==> src/rtl/delta_controller_output_storer.sv <==
// Streams N = OC*RC*RC/8 lines from the output SRAM to DRAM. Each 128-bit line
// is written as four 32-bit words, lowest word first, at consecutive byte addresses.
module delta_controller_output_storer #(
    parameter int MAX_OUTPUT_CHANNEL = 256,
    parameter int MAX_FEATURE_SIZE   = 256
) (
    input  logic                                  clock,
    input  logic                                  reset,
    input  logic                                  start_store,
    input  logic [$clog2(MAX_OUTPUT_CHANNEL)-1:0] OC_Num,
    input  logic [$clog2(MAX_FEATURE_SIZE)-1:0]   RC_Size,
    input  logic [31:0]                           output_start_address,
    output logic                                  Output_SRAM_r_en,
    output logic [31:0]                           Output_SRAM_r_addr,
    input  logic [127:0]                          Output_SRAM_r_d,
    input  logic                                  Output_SRAM_d_ready,
    output logic                                  DRAM_Write,
    output logic [31:0]                           DRAM_Address,
    output logic [31:0]                           DRAM_WriteData,
    input  logic                                  DRAM_WriteDone,
    output logic                                  busy,
    output logic                                  finished
);

    localparam int OC_W = $clog2(MAX_OUTPUT_CHANNEL);
    localparam int RC_W = $clog2(MAX_FEATURE_SIZE);

    typedef enum logic [3:0] {
        IDLE, CHECK, RD_REQ, CAPTURE, WR0, WR1, WR2, WR3, ADVANCE, FINISH
    } state_t;

    state_t         state;
    logic [OC_W-1:0] oc_eff;
    logic [RC_W-1:0] rc_eff;
    logic [127:0]   line_q;
    logic [31:0]    line_cnt;
    logic [31:0]    sram_addr;
    logic [31:0]    dram_addr;
    logic [31:0]    n_lines;

    // Counts are rounded down to a multiple of 8 so every line is completely filled.
    assign n_lines = (32'(oc_eff) * 32'(rc_eff) * 32'(rc_eff)) >> 3;

    always_ff @(posedge clock or posedge reset) begin
        if (reset) begin
            state     <= IDLE;
            oc_eff    <= '0;
            rc_eff    <= '0;
            line_q    <= '0;
            line_cnt  <= '0;
            sram_addr <= '0;
            dram_addr <= '0;
        end else begin
            case (state)
                IDLE: begin
                    if (start_store) begin
                        oc_eff    <= OC_Num & ~OC_W'(7);
                        rc_eff    <= RC_Size & ~RC_W'(7);
                        dram_addr <= output_start_address;
                        sram_addr <= '0;
                        line_cnt  <= '0;
                        state     <= CHECK;
                    end
                end
                CHECK:   state <= (line_cnt == n_lines) ? FINISH : RD_REQ;
                RD_REQ: begin
                    if (Output_SRAM_d_ready) begin
                        line_q <= Output_SRAM_r_d;
                        state  <= CAPTURE;
                    end
                end
                CAPTURE: state <= WR0;
                WR0, WR1, WR2, WR3: begin
                    if (DRAM_WriteDone) begin
                        dram_addr <= dram_addr + 32'd4;
                        case (state)
                            WR0:     state <= WR1;
                            WR1:     state <= WR2;
                            WR2:     state <= WR3;
                            default: state <= ADVANCE;
                        endcase
                    end
                end
                ADVANCE: begin
                    sram_addr <= sram_addr + 32'd8;
                    line_cnt  <= line_cnt + 32'd1;
                    state     <= CHECK;
                end
                FINISH:  state <= IDLE;
                default: state <= IDLE;
            endcase
        end
    end

    always_comb begin
        DRAM_WriteData = '0;
        case (state)
            WR0:     DRAM_WriteData = line_q[31:0];
            WR1:     DRAM_WriteData = line_q[63:32];
            WR2:     DRAM_WriteData = line_q[95:64];
            WR3:     DRAM_WriteData = line_q[127:96];
            default: DRAM_WriteData = '0;
        endcase
    end

    assign busy               = (state != IDLE);
    assign finished           = (state == FINISH);
    assign Output_SRAM_r_en   = (state == RD_REQ);
    assign DRAM_Write         = (state == WR0) || (state == WR1) ||
                                (state == WR2) || (state == WR3);
    assign Output_SRAM_r_addr = sram_addr;
    assign DRAM_Address       = dram_addr;

endmodule

==> config.mk <==
export PLATFORM = sky130hd
export DESIGN_NAME = delta_controller_output_storer
export DESIGN_NICKNAME = d
export VERILOG_FILES = /design/src/rtl/delta_controller_output_storer.sv
export SDC_FILE = /design/constraint.sdc
export NUM_CORES = 1
export LEC_CHECK = 0
export CAP_MARGIN = 40
export CORE_ASPECT_RATIO = 1.5
export CORE_MARGIN = 2
export CORE_UTILIZATION = 45
export CTS_BUF_LIST = sky130_fd_sc_hd__clkbuf_8 sky130_fd_sc_hd__clkbuf_16
export CTS_CLUSTER_DIAMETER = 200
export DETAILED_ROUTE_END_ITERATION = 10
export GPL_ROUTABILITY_DRIVEN = 0
export GPL_TIMING_DRIVEN = 0
export HOLD_SLACK_MARGIN = 0.12
export PLACE_DENSITY = 0.72
export SLEW_MARGIN = 10
export SYNTH_ARGS = -nofsm -noshare
export SYNTH_HDL_FRONTEND = slang
export SYNTH_SLANG_ARGS = --single-unit
==> constraint.sdc <==
create_clock -name clock -period 10.83 [get_ports clock]
set_clock_uncertainty 0.1 [all_clocks]
set_input_delay 2.7075 -clock clock [delete_from_list [all_inputs] [get_ports clock]]
set_output_delay 2.7075 -clock clock [all_outputs]
set_load 0.1 [all_outputs]
==> summary.md, run 1 <==
| Metric | Value |
|---|---|
| Status | `completed` |
| Drt total wl | `42,700 um` |
| Most common cell after layout, fill and taps aside | `clkdlybuf4s50_1` |
| Synthesized area per cell | `10.7 sq um` |
| RSZ-0062 raised after global routing | `no` |
| Register area share after synthesis | `between 40 and 50%` |
| Die H | `218 um` |
| Clk buf depth | `3` |
| Crit Path Class | `reg -> reg` |
| Filler cells | `approximately 2.3k` |
| CP max-delay cell | `fa_1` |
| Final Max Slew Viols | `0` |
| Clock slew at reported path FFs | `0.07 ns` |
| EDFF count, synth | `0` |
| Grt total ovfl | `0` |
| Die footprint | `~0.032 sq mm` |
| Row count | `around 80` |
| Netlist area before placement | `0.0137 sq mm` |
| IO Count | `281` |
| Later-pin clock latency in the skew report | `between 0.5 and 0.6 ns` |
| Setup violators final | `0` |
| Yosys reg bits | `235` |
| Netlist cell types | `57` |
| Post-synth ARST share | `between 90% and 100%` |
| DR iter-0 viols | `about 760` |
| Crit. End Element | `register` |
| Via count | `about 12k` |
| Routed WL per cell | `a little over 20 um` |
| Post-DP HPWL | `between 30,000 and 40,000 um` |
| CP peak stage delay | `approximately 0.54 ns` |
| Main synth FF type | `dfrtp_1` |
| Vias in the first global route | `between 10k and 15k` |
| Final nets | `1,933` |
| Post-cts sizing count | `0` |
| Largest net degree at the start of global routing | `112` |
| TritonCTS buffer count | `23` |
| Die W | `146 um` |
| Crit path arrival time | `8.27 ns` |
| Most used cell, CP | `fa_1` |
| Max-cap viol count | `0` |
| CTS Sinks | `235` |
| Port-buffer cells | `271` |
| Antenna violations before repair | `5` |
| Core Area | `0.0301 sq mm` |
| Fin. Hold Viols | `0` |
| # Post-CTS Setup Buffers | `0` |
| Area delta synth->final | `44.4%` |
| Peak Freq | `126 MHz` |
| Synth warnings | `0` |
| Vias/cell | `5.59` |
| Final period util | `73.3%` |
| Routed Antenna Nets | `0` |
| Worst Path Max Fanout | `10` |
| CTS tree | `built` |
| First-pass GRT wire length | `between 60,000 and 70,000 um` |
| Max H-tree Level | `1` |
| Worst setup SP type | `register` |
| Most frequent cells in the layout | `clkdlybuf4s50_1 (271), dfrtp_1 (235), mux2_2 (144)` |
| Initial Util | `45.5%` |
| Worst slew pin tran | `~0.85 ns` |
| CTS Root Cell | `clkbuf_16` |
| Total global-route track usage | `26.9%` |
| Tmin final | `7.94 ns` |
| Hold WC Path Type | `reg -> reg` |
| Layout cell share with drive strength beyond 1 | `19.6%` |
| Worst Path Required | `11.16 ns` |
| Post-Synthesis Cells | `1,275` |
| DRC | `0` |
| Relative slew slack | `43.2%` |
| Hold Buf Count CTS | `0` |
| Final Util | `about two thirds` |
| First-pass iteration count of the detailed router | `5` |
Yosys cell counts (9+ instances only):
library cell	count	area (sq um)
a21oi_1	60	300
and2_1	68	425
and3_1	25	156
clkbuf_1	60	225
dfrtp_1	235	5880
fa_1	33	661
ha_1	44	551
inv_1	67	251
mux2_2	144	1620
mux2i_1	12	120
mux4_2	32	721
nand2_1	119	447
nand2b_1	12	75.1
nand3_1	54	270
nand4_1	18	113
nor2_1	41	154
nor3_1	12	60.1
nor4_1	11	68.8
o211ai_1	23	173
o21ai_0	69	345
o31ai_1	20	150
xnor2_1	20	175
xor2_1	9	78.8
logic make-up (layout without fill, tap and decap cells):
kind of cell    after synthesis  count (layout)  share of synthesized area, %
simple gates                377             377                          14.0
buf+inv                     143             556                          4.06
other cells                   1               9                        0.0274
flops                       235             235                          43.0
mux                         188             188                          18.0
xor+xnor                     29              29                          1.86
fa+ha+maj                    77              77                          8.85
compound gates              225             225                          10.2
layer usage:
layer  part of all wire, %  GRT usage, %  up-vias
met1                    36          29.7     5797
met3                   5.4          4.67      137
met4                   5.7          14.7        0
met5                     0             0        -
met2                    53          48.9      441
li1                      -             -     5347
per-stage QoR:
| stage | setup slack [ns] | hold WS (ns) | cells | cell area (sq um) | TNS [ns] |
|---|---|---|---|---|---|
| finish | 2.89 | 0.401 | 2096 | 19800 | 0 |
| global route | 2.56 | 0.413 | 2095 | 19800 | 0 |
| CTS | 2.95 | 0.403 | 2090 | 19700 | 0 |
| detailed placement | 2.96 | 0.388 | 2050 | 18900 | 0 |
| global placement | -1.63 | 0.367 | 1948 | 16900 | -372.87 |
| floorplan | 1.58 | 0.351 | 1277 | 13700 | 0 |
registers in the layout, indices dropped and copies added, names as in the netlist:
name	count
DRAM_Address	32
state	4
oc_eff	5
rc_eff	5
Output_SRAM_r_addr	29
line_cnt	32
line_q	128
worst paths after layout:
path                                   start  depth (start not counted)                      to  slack (ns)
worst max-delay path               rc_eff[7]                         25                state[0]        2.89
worst min-delay path            line_cnt[31]                          1            line_cnt[31]        0.40
worst max register to register     rc_eff[7]                         25                state[0]        2.89
worst min register to register  line_cnt[31]                          1            line_cnt[31]        0.40
max in group asynchronous              reset                          4              line_q[36]        6.85
min in group asynchronous              reset                          2  Output_SRAM_r_addr[16]        2.48
critical path, delay by kind of cell (launching register included):
kind,cells,cell delay [ns]
AND/OR/NAND/NOR,6,1.53
XOR/XNOR,1,0.20
buffers and inverters,4,0.54
flip-flops,1,0.52
AO/OA/AOI/OAI,6,1.25
adder cells (fa/ha/maj),8,3.69
cell type report:
class | instances | area, sq um | share of cell area (%)
inverters | 67 | 259 | 1.31
flip-flops and latches | 235 | 5880 | 29.8
multi-input cells | 899 | 7250 | 36.7
diodes | 6 | 15.0 | 0.0760
clock buffers | 28 | 644 | 3.26
clock inverters | 12 | 183 | 0.925
plain buffers | 76 | 304 | 1.54
repair buffers | 373 | 4710 | 23.9
well taps | 400 | 500 | 2.53
Power of run 1 is left out: the tool's default activity adds up to more than one toggle a clock period on the data nets, which glitch-free logic cannot reach.
==> run 2, diff against run 1 <==
--- a/config.mk
+++ b/config.mk
@@ -15,7 +15,7 @@
 export GPL_ROUTABILITY_DRIVEN = 0
 export GPL_TIMING_DRIVEN = 0
 export HOLD_SLACK_MARGIN = 0.12
-export PLACE_DENSITY = 0.72
+export PLACE_DENSITY = 0.74
 export SLEW_MARGIN = 10
 export SYNTH_ARGS = -nofsm -noshare
 export SYNTH_HDL_FRONTEND = slang
==> constraint.sdc (replaced) <==
create_clock -name clock -period 7.18 [get_ports clock]
set_clock_uncertainty 0.1 [all_clocks]
set_input_delay 1.795 -clock clock [delete_from_list [all_inputs] [get_ports clock]]
set_output_delay 1.795 -clock clock [all_outputs]
set_load 0.1 [all_outputs]
==> run 2 against run 1 <==
Net effect:
- sequential cell count is the same
- core utilization grew 0.84 points
- maximum frequency grew 15%
- register-to-register slack lost 2.6 ns
- critical path depth grew 2
- largest cell class unchanged
- design area grew 1.3%
- sequential share of layout area shrank 0.34 points
- hold slack lost 0.021 ns
==> summary.md, run 2 (same netlist as run 1, synthesis figures left out) <==
| Metric | Value |
|---|---|
| Status | `completed` |
| IO Count | `281` |
| Die W | `146 um` |
| Post-DP HPWL | `between 30,000 and 40,000 um` |
| Later-pin clock latency in the skew report | `between 0.5 and 0.6 ns` |
| Largest net degree at the start of global routing | `38` |
| Worst Path Required | `7.48 ns` |
| Crit path arrival time | `7.19 ns` |
| Tmin final | `6.89 ns` |
| CTS Sinks | `between 200 and 250` |
| Relative slew slack | `42.7%` |
| Most used cell, CP | `fa_1` |
| Crit Path Class | `reg -> reg` |
| Hold WC Path Type | `reg -> reg` |
| Final WS setup | `0.294 ns` |
| Area delta synth->final | `46.2%` |
| Fin. Hold Viols | `0` |
| Vias in the first global route | `~13k` |
| Hold Buf Count CTS | `0` |
| Vias/cell | `5.64` |
| RSZ-0062 raised after global routing | `no` |
| Pre-CTS setup slack | `-0.721 ns` |
| Most common cell after layout, fill and taps aside | `clkdlybuf4s50_1` |
| Largest register FFs | `128` |
| CP peak stage delay | `0.53 ns` |
| Port-buffer cells | `between 200 and 300` |
| Max-cap viol count | `0` |
| Via count | `roughly 12k` |
| Row count | `78` |
| Max H-tree Level | `1` |
| Peak Freq | `145 MHz` |
| Worst Path Buf+Inv | `4` |
| Core Area | `0.0301 sq mm` |
| Setup violators final | `0` |
| CTS tree | `built` |
| Worst setup SP type | `register` |
| DR iter-0 viols | `758` |
| First-pass iteration count of the detailed router | `5` |
| Crit. End Element | `register` |
| DRC | `0` |
| Drt total wl | `43,900 um` |
| First-pass GRT wire length | `69,500 um` |
| Initial Util | `45.5%` |
| Final Max Slew Viols | `0` |
| Die footprint | `0.0318 sq mm` |
| Final period util | `95.9%` |
| Grt total ovfl | `0` |
| TritonCTS buffer count | `24` |
| Total global-route track usage | `approximately 28%` |
| Layout cell share with drive strength beyond 1 | `between 20% and 30%` |
| Final nets | `1,946` |
| Clock slew at reported path FFs | `0.06 ns` |
| CP max-delay cell | `fa_1` |
| Routed Antenna Nets | `0` |
| Worst Path Max Fanout | `7` |
| Routed WL per cell | `20.8 um` |
| Die H | `218 um` |
| Worst slew pin tran | `between 0.8 and 0.9 ns` |
| Clk buf depth | `3` |
| CTS Root Cell | `clkbuf_16` |
| Top delay family on crit path | `adder cells` |
| Most frequent cells in the layout | `clkdlybuf4s50_1 (271), dfrtp_1 (230), mux2_2 (144)` |
| Biggest register | `line_q` |
| Antenna violations before repair | `5` |
run 2: cell types whose count changed in the layout (fill, tap and decap cells not counted), sizes merged:
cell | before | now
clkinvlp | 1 | 3
bufinv | 5 | 0
clkbuf | 88 | 83
inv | 71 | 76
diode | 6 | 5
buf | 118 | 135
run 2: repair_timing:
| item | 4_1_cts | 5_1_grt |
|---|---|---|
| pin swaps | 2 | 14 |
| setup endpoints to repair | 3 | 3 |
| setup buffers | 2 | 7 |
| resized for setup | 17 | 21 |
run 2: worst paths after layout:
path / startpoint / slack [ns] / end / cells after the start
setup / recovery: rc_eff[6] / 0.29 / state[1] / 27
hold / removal: Output_SRAM_r_addr[31] / 0.38 / Output_SRAM_r_addr[31] / 1
setup reg to reg: rc_eff[6] / 0.29 / state[1] / 27
hold reg to reg: Output_SRAM_r_addr[31] / 0.38 / Output_SRAM_r_addr[31] / 1
max in group asynchronous: reset / 4.39 / line_q[66] / 5
min in group asynchronous: reset / 1.57 / Output_SRAM_r_addr[11] / 2
run 2: per-layer routing:
layer / global-route usage [%] / wire length, um / vias to the layer above / share of wire [%]
met2: 52.6 / 23800 / 488 / 54
met1: 29.0 / 15300 / 5911 / 35
met5: 0 / 0 / - / 0
met4: 15.0 / 2470 / 0 / 5.6
met3: 4.31 / 2360 / 147 / 5.4
li1: - / - / 5356 / -
run 2: layout make-up:
type                       instances  area, sq um
clock inverter                    14         78.8
sequential                       235         5890
buffer                            73          308
clock buffer                      28          656
tap                              400          500
fill                            2172        10100
inverter                          67          255
multi-input combinational        899         7390
timing repair buffer             388         4910
antenna                            5         12.5
run 2: metrics by stage:
stage / utilization [%] / instances / instance area, sq um / setup TNS [ns] / hold WS [ns]
6_report: 66.6 / 2109 / 20000 / 0 / 0.380
5_1_grt: 66.6 / 2109 / 20000 / 0 / 0.416
4_1_cts: 66.0 / 2098 / 19800 / 0 / 0.389
3_5_place_dp: 63.3 / 2056 / 19000 / -1.89 / 0.381
3_3_place_gp: 56.2 / 1948 / 16900 / -1.36 / 0.363
2_1_floorplan: - / 1277 / 13700 / 0 / 0.351
Power of run 2 is left out for the same reason.
